[src/rtl/ex_div_unit.sv]
// EX-stage multi-cycle divider for MIPS DIV/DIVU: radix-2 restoring, one quotient bit per cycle.
// Holds the pipeline through stall and presents {remainder, quotient} in HILO layout.
module ex_div_unit #(
    parameter int WIDTH = 32
) (
    input  logic               clk,
    input  logic               rset,
    input  logic               start,
    input  logic               sign,
    input  logic               cancel,
    input  logic [WIDTH-1:0]   value_A,
    input  logic [WIDTH-1:0]   value_B,
    output logic               stall,
    output logic               result_valid,
    output logic [2*WIDTH-1:0] HILO_out
);

    localparam int CW = $clog2(WIDTH) + 1;

    typedef enum logic [1:0] {IDLE, CALC, DONE} state_t;

    state_t             state;
    state_t             state_next;
    logic [CW-1:0]      count;
    logic [WIDTH-1:0]   rem;
    logic [WIDTH-1:0]   quo;
    logic [WIDTH-1:0]   divisor;
    logic [WIDTH-1:0]   dividend_raw;
    logic               quo_neg;
    logic               rem_neg;
    logic               div_zero;
    logic [2*WIDTH-1:0] hilo_reg;

    logic               accept;
    logic               last_iter;
    logic [WIDTH-1:0]   abs_a;
    logic [WIDTH-1:0]   abs_b;
    logic [WIDTH:0]     shifted;
    logic [WIDTH:0]     diff;
    logic [WIDTH-1:0]   rem_step;
    logic [WIDTH-1:0]   quo_step;
    logic [WIDTH-1:0]   rem_fix;
    logic [WIDTH-1:0]   quo_fix;
    logic [2*WIDTH-1:0] final_value;

    assign accept    = (state == IDLE) && start && !cancel;
    assign last_iter = (count == CW'(WIDTH - 1));
    assign abs_a     = (sign && value_A[WIDTH-1]) ? -value_A : value_A;
    assign abs_b     = (sign && value_B[WIDTH-1]) ? -value_B : value_B;

    // One restoring step: a negative trial difference (MSB set) keeps the old remainder.
    assign shifted  = {rem, quo[WIDTH-1]};
    assign diff     = shifted - {1'b0, divisor};
    assign rem_step = diff[WIDTH] ? shifted[WIDTH-1:0] : diff[WIDTH-1:0];
    assign quo_step = {quo[WIDTH-2:0], ~diff[WIDTH]};

    assign rem_fix     = rem_neg ? -rem : rem;
    assign quo_fix     = quo_neg ? -quo : quo;
    assign final_value = div_zero ? {dividend_raw, {WIDTH{1'b1}}} : {rem_fix, quo_fix};

    // The result is exposed combinationally in DONE so a same-cycle cancel leaves HILO_out untouched.
    assign HILO_out = result_valid ? final_value : hilo_reg;

    always_ff @(posedge clk or posedge rset) begin
        if (rset) begin
            state <= IDLE;
        end else begin
            state <= state_next;
        end
    end

    always_comb begin
        state_next   = state;
        result_valid = 1'b0;
        stall        = 1'b1;
        case (state)
            IDLE: begin
                if (accept) begin
                    state_next = CALC;
                    stall      = 1'b0;
                end
            end
            CALC: begin
                stall = 1'b0;
                if (last_iter) begin
                    state_next = DONE;
                end
            end
            DONE: begin
                result_valid = 1'b1;
                state_next   = IDLE;
            end
            default: state_next = IDLE;
        endcase
        if (cancel) begin
            state_next   = IDLE;
            result_valid = 1'b0;
            stall        = 1'b1;
        end
    end

    always_ff @(posedge clk or posedge rset) begin
        if (rset) begin
            count        <= '0;
            rem          <= '0;
            quo          <= '0;
            divisor      <= '0;
            dividend_raw <= '0;
            quo_neg      <= 1'b0;
            rem_neg      <= 1'b0;
            div_zero     <= 1'b0;
            hilo_reg     <= '0;
        end else if (accept) begin
            count        <= '0;
            rem          <= '0;
            quo          <= abs_a;
            divisor      <= abs_b;
            dividend_raw <= value_A;
            quo_neg      <= sign && (value_A[WIDTH-1] ^ value_B[WIDTH-1]);
            rem_neg      <= sign && value_A[WIDTH-1];
            div_zero     <= (value_B == '0);
        end else if (state == CALC && !cancel) begin
            rem   <= rem_step;
            quo   <= quo_step;
            count <= count + 1'b1;
        end else if (result_valid) begin
            hilo_reg <= final_value;
        end
    end

endmodule

[config.mk]
export PLATFORM = sky130hd
export DESIGN_NAME = ex_div_unit
export DESIGN_NICKNAME = d
export VERILOG_FILES = /design/src/rtl/ex_div_unit.sv
export SDC_FILE = /design/constraint.sdc
export NUM_CORES = 1
export LEC_CHECK = 0
export ABC_AREA = 1
export CAP_MARGIN = 5
export CORE_MARGIN = 5
export CORE_UTILIZATION = 49
export CTS_CLUSTER_SIZE = 12
export DETAILED_ROUTE_END_ITERATION = 10
export GPL_TIMING_DRIVEN = 0
export PLACE_DENSITY = 0.7
export SLEW_MARGIN = 20
export SYNTH_ARGS = -nofsm -noshare
export SYNTH_HDL_FRONTEND = slang
export SYNTH_SLANG_ARGS = --single-unit
[constraint.sdc]
create_clock -name clk -period 12.9 [get_ports clk]
set_input_delay 3.87 -clock clk [delete_from_list [all_inputs] [get_ports clk]]
set_output_delay 3.87 -clock clk [all_outputs]
set_load 0.005 [all_outputs]
==> key figures <==
Status
  • Outcome: finished clean

Floorplanning
  • Starting density of the core: 49.6%
  • I/O Pins: 135
  • Chip width: 186 um
  • Die footprint: 34600 um^2
  • Die span in y: 186 um
  • Number of rows created at floorplan: 64
  • Placeable core region: 30600 um^2

STA
  • Setup repair after global routing missed its margin: no
  • Max Fclk: 0.0921 GHz
  • Final critical path time including I/O delays and setup: 10.85 ns
  • Part of the cycle the worst path needs: 84.1%
  • Final Max Tran Viols: 0
  • Minimum setup slack in the final design: 2.05 ns
  • Max Clock Skew: 0.0266 ns
  • Setup TNS: 0 ns
  • Endpoints failing setup: 0
  • Worst hold margin: 0.471 ns
  • Final hold violations: 0
  • Worst slew slack as a fraction of its limit: 30.2%
  • Actual transition at the worst max-transition pin: 1.05 ns

Place
  • Routability congestion estimate: 0.990
  • Setup WS pre-CTS: 2.14 ns
  • Inst Count DP: 2882
  • HPWL after detailed placement: 45.0 mm
  • Total of buffers placed on input and output ports: 134
  • Cell area reported after detailed placement: 17100 um^2

Synth
  • Average footprint of a synthesized cell: 6.46 um^2
  • Synthesized netlist net count: 2457
  • Cell taking the most area after synthesis: dfrtp_1
  • Post-synthesis sequential area ratio: 33.5%
  • Number of enable-type register cells in the synthesized netlist: 0
  • Post-synth design cell area: 15200 um^2
  • Flop and latch count out of synthesis: 203
  • Area share of the leading cell type in the synthesized netlist: 33.5%
  • Mapped Cells: 2350
  • Dominant register cell in the synthesized netlist: dfrtp_1
  • Count of warnings emitted by yosys: 0
  • Netlist cell types: 50
  • Cells taking the most area after synthesis: dfrtp_1 33%, nand2_1 18%, inv_1 8.8%
  • Async set-or-reset flop fraction in the synthesized netlist: 100%

Layout
  • ANT cells: 0
  • Leading cell type in the layout, fill and taps excluded: nand2_1
  • Utilization after layout: 58.7%
  • Area grow syn2layout: 18.3%
  • Top library cells by usage in the layout, fill and taps aside: 726 x nand2_1, 355 x inv_1, 203 x dfrtp_1
  • Layout net count: 2621
  • Ratio of cells with drive above 1 in the final layout: 6.31%
  • Final Cell Area: 18000 um^2
  • Flip-flop count of the largest register, all copies and words added: 64
  • Number of filler instances in the final layout: 2987
  • Number of non-filler instances in the completed layout: 2930

Worst hold path
  • Worst hold path class: reg2reg

Detailed routing
  • Length of the first detailed-routing pass in iterations: 6
  • Routed length per instance: 19.2 um
  • Via count: 16.1k
  • Number of DRC violations after detailed routing: 0
  • Final wirelength: 56.3 mm
  • Vias per cell: 5.51
  • Post-route ant nets: 0
  • Iteration-0 DRC count of the detailed router: 1568

GRT
  • Global-route wire length before repair: 86.7 mm
  • Grt total ovfl: 0
  • GRT Total Usage: 32.5%
  • Via count of the first global-routing pass: 15.6k
  • Number of antenna violations at the first check in global routing: 2
  • Pin count of the biggest net entering global routing: 100

Clock network
  • Buffers inserted during post-CTS setup optimization: 0
  • Clock edge transition at the registers on the reported setup and hold paths: 0.05 ns
  • TritonCTS buffer count: 26
  • Total of hold buffers inserted after clock tree synthesis: 0
  • H-tree depth reported by CTS: 1
  • Post_cts resized: 0
  • Clk root buf: clkbuf_16
  • TritonCTS clock tree: done
  • Worst-skew pair later-pin latency: 0.54 ns
  • Sinks on Clock Net: 203
  • Deepest clock path buffer count: 3

Pwr
  • Overall power consumption: 4.31 mW
  • Highest ir drop seen on vdd: 0.132 mV
  • Total power density per cell area: 240 nW/um^2
  • Reported leakage power: 9.52 nW

Critical path
  • Endpoint required time on the critical path: 9.03 ns
  • Crit path launch type: input port
  • Critical path peak fanout: 10
  • Endpoint kind of the worst setup timing path: output pin
  • Category of the critical setup timing path: in2out
  • Worst path arrival time: 6.98 ns

Flow run
  • Max cap viols: 0
-- Yosys cell counts (all sizes together), types with 23 or more instances --
cell	instances
ha	37
dfrtp	203
nand3	220
clkbuf	49
nor3	38
xor2	35
nand4	32
nand2	761
inv	372
buf	26
a31oi	23
o21ai	172
nor2	205
a21oi	90
-- worst max-delay path, cell delays in order --
cell	delay (ns)
clkdlybuf4s50_1	0.47
nor3_4	0.57
inv_1	0.19
nor2_1	0.29
clkinv_1	0.44
nand2_1	0.23
o21ai_0	0.25
nand2_1	0.13
clkdlybuf4s50_1	0.54
-- where the power goes --
group,total (mW),switching [mW],leakage (nW),internal (mW)
Combinational,2.50,1.58,6.53,0.914
Sequential,1.06,0.200,2.56,0.859
Clock,0.752,0.293,0.435,0.460
-- final timing paths --
kind	from	endpoint	slack [ns]	cells past startpoint
setup reg to reg	rem[17]$_DFFE_PP0N_	rem[30]$_DFFE_PP0N_	10.17	13
hold reg to reg	hilo_reg[58]$_DFFE_PP0P_	hilo_reg[58]$_DFFE_PP0P_	0.47	2
min in group asynchronous	rset	hilo_reg[51]$_DFFE_PP0P_	3.73	2
max in group asynchronous	rset	divisor[15]$_DFFE_PP0P_	8.03	4
hold / removal	hilo_reg[58]$_DFFE_PP0P_	hilo_reg[58]$_DFFE_PP0P_	0.47	2
setup / recovery	cancel	HILO_out[45]	2.05	9
-- per-layer routing --
| layer | GRT usage, % | vias up | share of wire [%] |
|---|---|---|---|
| li1 | - | 7806 | - |
| met1 | 44.0 | 7453 | 42 |
| met2 | 52.0 | 728 | 45 |
| met3 | 5.16 | 155 | 7.9 |
| met4 | 13.7 | 2 | 5.2 |
| met5 | 0 | - | 0.020 |
-- final cells by class --
| type | instances | area [um^2] | share of cell area (%) |
|---|---|---|---|
| inverters | 375 | 1420 | 7.88 |
| flip-flops and latches | 203 | 5080 | 28.3 |
| multi-input cells | 1697 | 8320 | 46.3 |
| clock inverters | 13 | 149 | 0.829 |
| plain buffers | 75 | 370 | 2.06 |
| repair buffers | 136 | 1400 | 7.77 |
| clock buffers | 35 | 736 | 4.10 |
| well taps | 396 | 495 | 2.76 |
-- logic make-up (layout without fill, tap and decap cells) --
family | count (synthesis) | count (layout) | share of synthesized area (%)
AND/OR/NAND/NOR | 1272 | 1272 | 36.4
buffers and inverters | 450 | 634 | 11.7
flip-flops | 203 | 203 | 33.5
adder cells (fa/ha/maj) | 38 | 38 | 3.18
XOR/XNOR | 49 | 49 | 2.83
AO/OA/AOI/OAI | 338 | 338 | 12.4
No activity file was read; power rests on OpenSTA's default activity.
